<file path="config.mk">
export PLATFORM = sky130hd
export DESIGN_NAME = shift_register_sequencer
export DESIGN_NICKNAME = d
export VERILOG_FILES = /design/src/rtl/shift_seq_pkg.sv /design/src/rtl/shift_bit_counter.sv /design/src/rtl/shift_register_sequencer.sv
export SDC_FILE = /design/constraint.sdc
export NUM_CORES = 1
export LEC_CHECK = 0
export ABC_AREA = 1
export CORE_AREA = 2 2 39 41
export DETAILED_ROUTE_END_ITERATION = 6
export DIE_AREA = 0 0 41 43
export HOLD_SLACK_MARGIN = 0.03
export PLACE_DENSITY = 0.77
export SLEW_MARGIN = 5
export SYNTH_ARGS = -nofsm -noshare
export SYNTH_HDL_FRONTEND = slang
export SYNTH_SLANG_ARGS = --single-unit
</file>
<file path="constraint.sdc">
create_clock -name Clock -period 2 [get_ports Clock]
set_input_delay 0.6 -clock Clock [delete_from_list [all_inputs] [get_ports Clock]]
set_output_delay 0.6 -clock Clock [all_outputs]
set_load 0.005 [all_outputs]
</file>
<file path="src/rtl/shift_seq_pkg.sv">
// Shared definitions for the shift-register sequencer: state encodings and
// the default word width.
package shift_seq_pkg;

  localparam int DEFAULT_WIDTH = 4;

  typedef enum logic [1:0] {
    ST_IDLE  = 2'd0,
    ST_LOAD  = 2'd1,
    ST_SHIFT = 2'd2,
    ST_DONE  = 2'd3
  } state_e;

endpackage

</file>
<file path="src/rtl/shift_bit_counter.sv">
// Bit-position counter for the serial stream. Counts SHIFT cycles and flags
// the final bit position (WIDTH-1). It holds at terminal count rather than
// wrapping, so a word never sees the count roll back to 0.
module shift_bit_counter
  import shift_seq_pkg::*;
#(
  parameter int WIDTH = DEFAULT_WIDTH,
  parameter int CNT_W = $clog2(WIDTH)
) (
  input  logic Clock,
  input  logic Resetn,
  input  logic clr,
  input  logic en,
  output logic tc
);

  logic [CNT_W-1:0] cnt_q;
  logic [CNT_W-1:0] cnt_d;

  assign tc = (cnt_q == CNT_W'(WIDTH - 1));

  // Next count: clear wins over enable; saturate at the last bit position.
  always_comb begin
    cnt_d = cnt_q;
    if (clr) begin
      cnt_d = '0;
    end else if (en && !tc) begin
      cnt_d = cnt_q + CNT_W'(1);
    end
  end

  // Count register.
  always_ff @(posedge Clock or negedge Resetn) begin
    if (!Resetn) begin
      cnt_q <= '0;
    end else begin
      cnt_q <= cnt_d;
    end
  end

endmodule

</file>
<file path="src/rtl/shift_register_sequencer.sv">
// Sequencer for an external WIDTH-bit parallel-load / serial-shift register.
// Accepts a word, loads it into the register, then streams it LSB-first from
// the register's bit-0 output with valid/last framing and abort support.
//
// Handshake: a word transfers on any rising edge where req_valid and
// req_ready are both high. req_ready is registered and only high in IDLE, so
// req_valid outside IDLE has no effect. The serial side has no ready: the
// register shifts every clock and the consumer must take every valid bit.
module shift_register_sequencer
  import shift_seq_pkg::*;
#(
  parameter int WIDTH = DEFAULT_WIDTH
) (
  input  logic             Clock,
  input  logic             Resetn,
  input  logic             req_valid,
  output logic             req_ready,
  input  logic [WIDTH-1:0] req_data,
  input  logic             req_fill,
  input  logic             abort,
  input  logic             sr_q0,
  output logic [WIDTH-1:0] sr_R,
  output logic             sr_L,
  output logic             sr_w,
  output logic             ser_valid,
  output logic             ser_bit,
  output logic             ser_last,
  output logic             done,
  output logic             busy,
  output logic [1:0]       dbg_state
);

  localparam int CNT_W = $clog2(WIDTH);

  state_e           state_q;
  state_e           state_d;
  logic [WIDTH-1:0] sr_r_q;
  logic [WIDTH-1:0] sr_r_d;
  logic             fill_q;
  logic             fill_d;
  logic             req_ready_q;
  logic             req_ready_d;
  logic             accept;
  logic             cnt_clr;
  logic             cnt_en;
  logic             cnt_tc;

  // Counter clears on accept and again on the way back to IDLE so an aborted
  // word leaves no stale position behind.
  assign cnt_clr = accept || (state_q == ST_DONE);
  assign cnt_en  = (state_q == ST_SHIFT);

  shift_bit_counter #(
    .WIDTH (WIDTH),
    .CNT_W (CNT_W)
  ) u_bit_counter (
    .Clock  (Clock),
    .Resetn (Resetn),
    .clr    (cnt_clr),
    .en     (cnt_en),
    .tc     (cnt_tc)
  );

  // Next-state, capture and ready logic. abort with the last bit still ends
  // in DONE, so it needs no special case.
  always_comb begin
    state_d = state_q;
    sr_r_d  = sr_r_q;
    fill_d  = fill_q;
    accept  = req_valid && req_ready_q;
    case (state_q)
      ST_IDLE: begin
        if (accept) begin
          state_d = ST_LOAD;
          sr_r_d  = req_data;
          fill_d  = req_fill;
        end
      end
      ST_LOAD:  state_d = abort ? ST_DONE : ST_SHIFT;
      ST_SHIFT: if (abort || cnt_tc) state_d = ST_DONE;
      ST_DONE:  state_d = ST_IDLE;
      default:  state_d = ST_IDLE;
    endcase
    req_ready_d = (state_d == ST_IDLE);
  end

  // FSM state, captured word, fill bit and registered ready.
  always_ff @(posedge Clock or negedge Resetn) begin
    if (!Resetn) begin
      state_q     <= ST_IDLE;
      sr_r_q      <= '0;
      fill_q      <= 1'b0;
      req_ready_q <= 1'b0;
    end else begin
      state_q     <= state_d;
      sr_r_q      <= sr_r_d;
      fill_q      <= fill_d;
      req_ready_q <= req_ready_d;
    end
  end

  // Outputs decode from registered state only. sr_w carries the fill bit at
  // all times so the register keeps filling with it after the word drains.
  assign req_ready = req_ready_q;
  assign sr_R      = sr_r_q;
  assign sr_L      = (state_q == ST_LOAD);
  assign sr_w      = fill_q;
  assign ser_valid = (state_q == ST_SHIFT);
  assign ser_bit   = ser_valid && sr_q0;
  assign ser_last  = ser_valid && cnt_tc;
  assign done      = (state_q == ST_DONE);
  assign busy      = (state_q != ST_IDLE);
  assign dbg_state = state_q;

endmodule

</file>
==> run_results.csv <==
group,metric,value,unit
setup_path,crit_family,"buffers and inverters",
power_and_ir_drop,p_per_area,1460,nW/um2
synth,synth.most_common_cell,"nand2_1",
sta,worst_slack,0.0445,ns
global_routing,grt_usage,16.1,%
drt,route.detailed.drc,0,
cells_and_area,multiInputGateArea,250,um2
synth,yosys.area.top_type,"dfrtp_1",
min_path,hold_class,"register to register",
setup_path,reg2reg_slack,0.69,ns
placement,pre_cts_slack,-0.240,ns
drt,wl_per_cell,10.2,um
sta,period_minus_slack,1.96,ns
drt,vias,479,
synth,synthCells,59,
setup_path,end_kind,"primary output",
cells_and_area,drive_above_1_share,23.4,%
sta,setup_viol,0,
synth,ys_async_sr_fraction,100,%
clock_network,numCtsBuffers,3,
outcome,outcome,"finished, final reports clean",
min_path,min_from,"sr_w",
sta,fmax,511,MHz
synth,yosysTopAreaCellShare,47.5,%
cells_and_area,fill_cells,125,
setup_path,r2r_cells,7,
drt,drt-total-wl,1120,um
clock_network,cts_root_buf,"clkbuf_4",
sta,hold_viol,0,
global_routing,antenna_found_initial,0,
synth,ys_warn_count,0,
setup_path,r2r-start,"dbg_state[1]",
placement,place_congestion,0.737,
synth,synthTopCellsByCount,"nand2_1 (19), dfrtp_1 (10), inv_1 (7), ha_1 (6), nand3_1 (6)",
drt,viasPerCell,4.35,
job,maxCapViolCount,0,
cells_and_area,final_core_util,63.2,%
setup_path,critPathLaunchType,"input port",
sta,slew_viol_final,0,
placement,dp.cells,101,
global_routing,grt_overflow,0,
sta,fin_crit_sh,97.8,%
cells_and_area,syn_to_final_growth,66.0,%
clock_network,worst_skew_pair.late_latency,0.26,ns
clock_network,clk_pin_slew,0.07,ns
cells_and_area,layout.nets,111,
drt,drt_iter0_drc,10,
synth,syn_nets,75,
synth,syn-cell-area,527,um2
clock_network,clock-sinks,10,
setup_path,max_stage_delay,0.45,ns
setup_path,crit_buf_inv,3,
floorplan,initial_core_util,38.1,%
floorplan,dieWidth,41,um
setup_path,rr_endpoint,"sr_R[1]",
sta,max_slew_margin,70.4,%
synth,ys_types,13,
power_and_ir_drop,leakage,0.459,nW
sta,worst_slew_pin_slew,0.443,ns
synth,seq_area_frac_synth,47.5,%
clock_network,cts_tree,"done",
cells_and_area,fin_cells,110,
synth,syn_area_per_cell,8.93,um2
floorplan,coreArea,1380,um2
cells_and_area,seqCellArea,250,um2
global_routing,first_global_vias,470,
synth,synth_edf_count,0,
placement,dp_hpwl,900,um
setup_path,path_class,"input port to primary output",
power_and_ir_drop,switching_share,35.1,%
power_and_ir_drop,netSwitchingPower,447,uW
min_path,holdPathEnd,"sr_w",
min_path,hold_depth,2,
power_and_ir_drop,ir_drop,788,uV
power_and_ir_drop,p_int,827,uW
floorplan,dieHeight,43,um
clock_network,cts.path.max_buffers,2,
power_and_ir_drop,p_comb_share,59.2,%
floorplan,boundaryPins,24,
cells_and_area,n_antenna_cell,0,
setup_path,cp_max_fo,1,
setup_path,path_cells,"clkdlybuf4s50_1, nand2_1, inv_1, dlygate4sd2_1",
floorplan,rows,14,
drt,ant_nets,0,
setup_path,required,1.40,ns
synth,ys_ff_latch,10,
global_routing,grt_pass1_wl,1860,um
global_routing,grt_max_degree,11,
clock_network,htree_levels,1,
sta,skew,0.00826,ns
floorplan,dieArea,1760,um2
setup_path,critPathSlowestCell,"clkdlybuf4s50_1",
setup_path,cp_data_arrival_time,1.36,ns
power_and_ir_drop,p_seq_share,27.0,%
power_and_ir_drop,clock_power_share,13.8,%
synth,synthTopCellsByArea,"dfrtp_1 (48%), ha_1 (14%), nand2_1 (14%)",
drt,first_pass_iters,4,
placement,io_buffers,23,
synth,synth_ff_type,"dfrtp_1",
==> placed cells by master, fill, tap and decap left out <==
master	Yosys	routed
o21a_1	1	1
o21ai_1	1	1
a21oi_2	1	1
clkdlybuf4s50_1	0	17
clkbuf_4	0	3
a21boi_1	1	1
o21ai_0	1	1
inv_2	2	4
inv_1	7	5
nand2_2	0	1
ha_2	0	2
a21oi_1	2	2
nand3_1	6	6
clkdlybuf4s15_1	0	1
nor2_4	2	2
nand2_1	19	18
dlygate4sd2_1	0	5
clkbuf_8	0	1
buf_4	0	8
dfrtp_1	10	10
ha_1	6	4
==> layer usage <==
metal | vias up | routed length (um) | track usage [%]
li1 | 256 | - | -
met1 | 217 | 476 | 19.2
met2 | 6 | 615 | 25.0
met3 | 0 | 33 | 7.85
met4 | 0 | 0 | 4.00
met5 | - | 0 | 0
==> state kept, by name, indices dropped and copies added (netlist names) <==
signal               cells
sr_R                     4
dbg_state                2
u_bit_counter.cnt_q      2
req_ready                1
sr_w                     1
==> worst reg2reg max path: stages, from the launching register on <==
cell and delay, ns:
dfrtp_1 0.41, buf_4 0.15, inv_2 0.06, ha_1 0.17, buf_4 0.14, nand2_1 0.12
nand2_1 0.09, nand2_1 0.05
==> cell type report <==
type	count	share of cell area, %
repair buffers	31	32.5
well taps	16	2.29
clock buffers	4	4.15
multi-input cells	40	28.6
inverters	9	3.86
flip-flops and latches	10	28.6
==> worst max path at each step <==
stage	startpoint	to	slack, ns	depth (start not counted)
finish	sr_q0	ser_bit	0.04	4
global route	dbg_state[1]	busy	-0.01	5
CTS	dbg_state[1]	ser_last	0.02	5
detailed placement	sr_q0	ser_bit	-0.24	4
global placement	sr_q0	ser_bit	-0.23	4
floorplan	dbg_state[0]	ser_last	0.48	4
==> power by group through the flow <==
stage	Clock, mW	Sequential (mW)	Combinational [mW]
2_1_floorplan	0	0.362	0.323
3_3_place_gp	0	0.348	0.691
3_5_place_dp	0	0.353	0.709
4_1_cts	0.181	0.349	0.739
5_1_grt	0.190	0.358	0.841
6_report	0.175	0.345	0.754
==> through the flow <==
step | power [mW] | cell area (um2) | TNS (ns) | hold WS, ns
floorplan | 0.685 | 527 | 0 | 0.304
global placement | 1.04 | 800 | -0.233 | 0.454
detailed placement | 1.06 | 800 | -0.240 | 0.458
CTS | 1.27 | 863 | 0 | 0.476
global route | 1.39 | 875 | -0.0140 | 0.513
finish | 1.27 | 875 | 0 | 0.470
==> kinds of logic after synthesis <==
kind of cell	after synthesis	synth area share [%]
buffers and inverters	9	6.41
AND/OR/NAND/NOR	27	23.5
AO/OA/AOI/OAI	7	8.31
adder cells (fa/ha/maj)	6	14.3
flip-flops	10	47.5
==> timing repair <==
action	in CTS	in global routing
pin swaps	0	1
gates resized for setup	10	2
buffers inserted	4	1
setup endpoints to repair	6	2
hold buffers	0	0
cloned	0	0
Power figures use the tool's default switching activity.
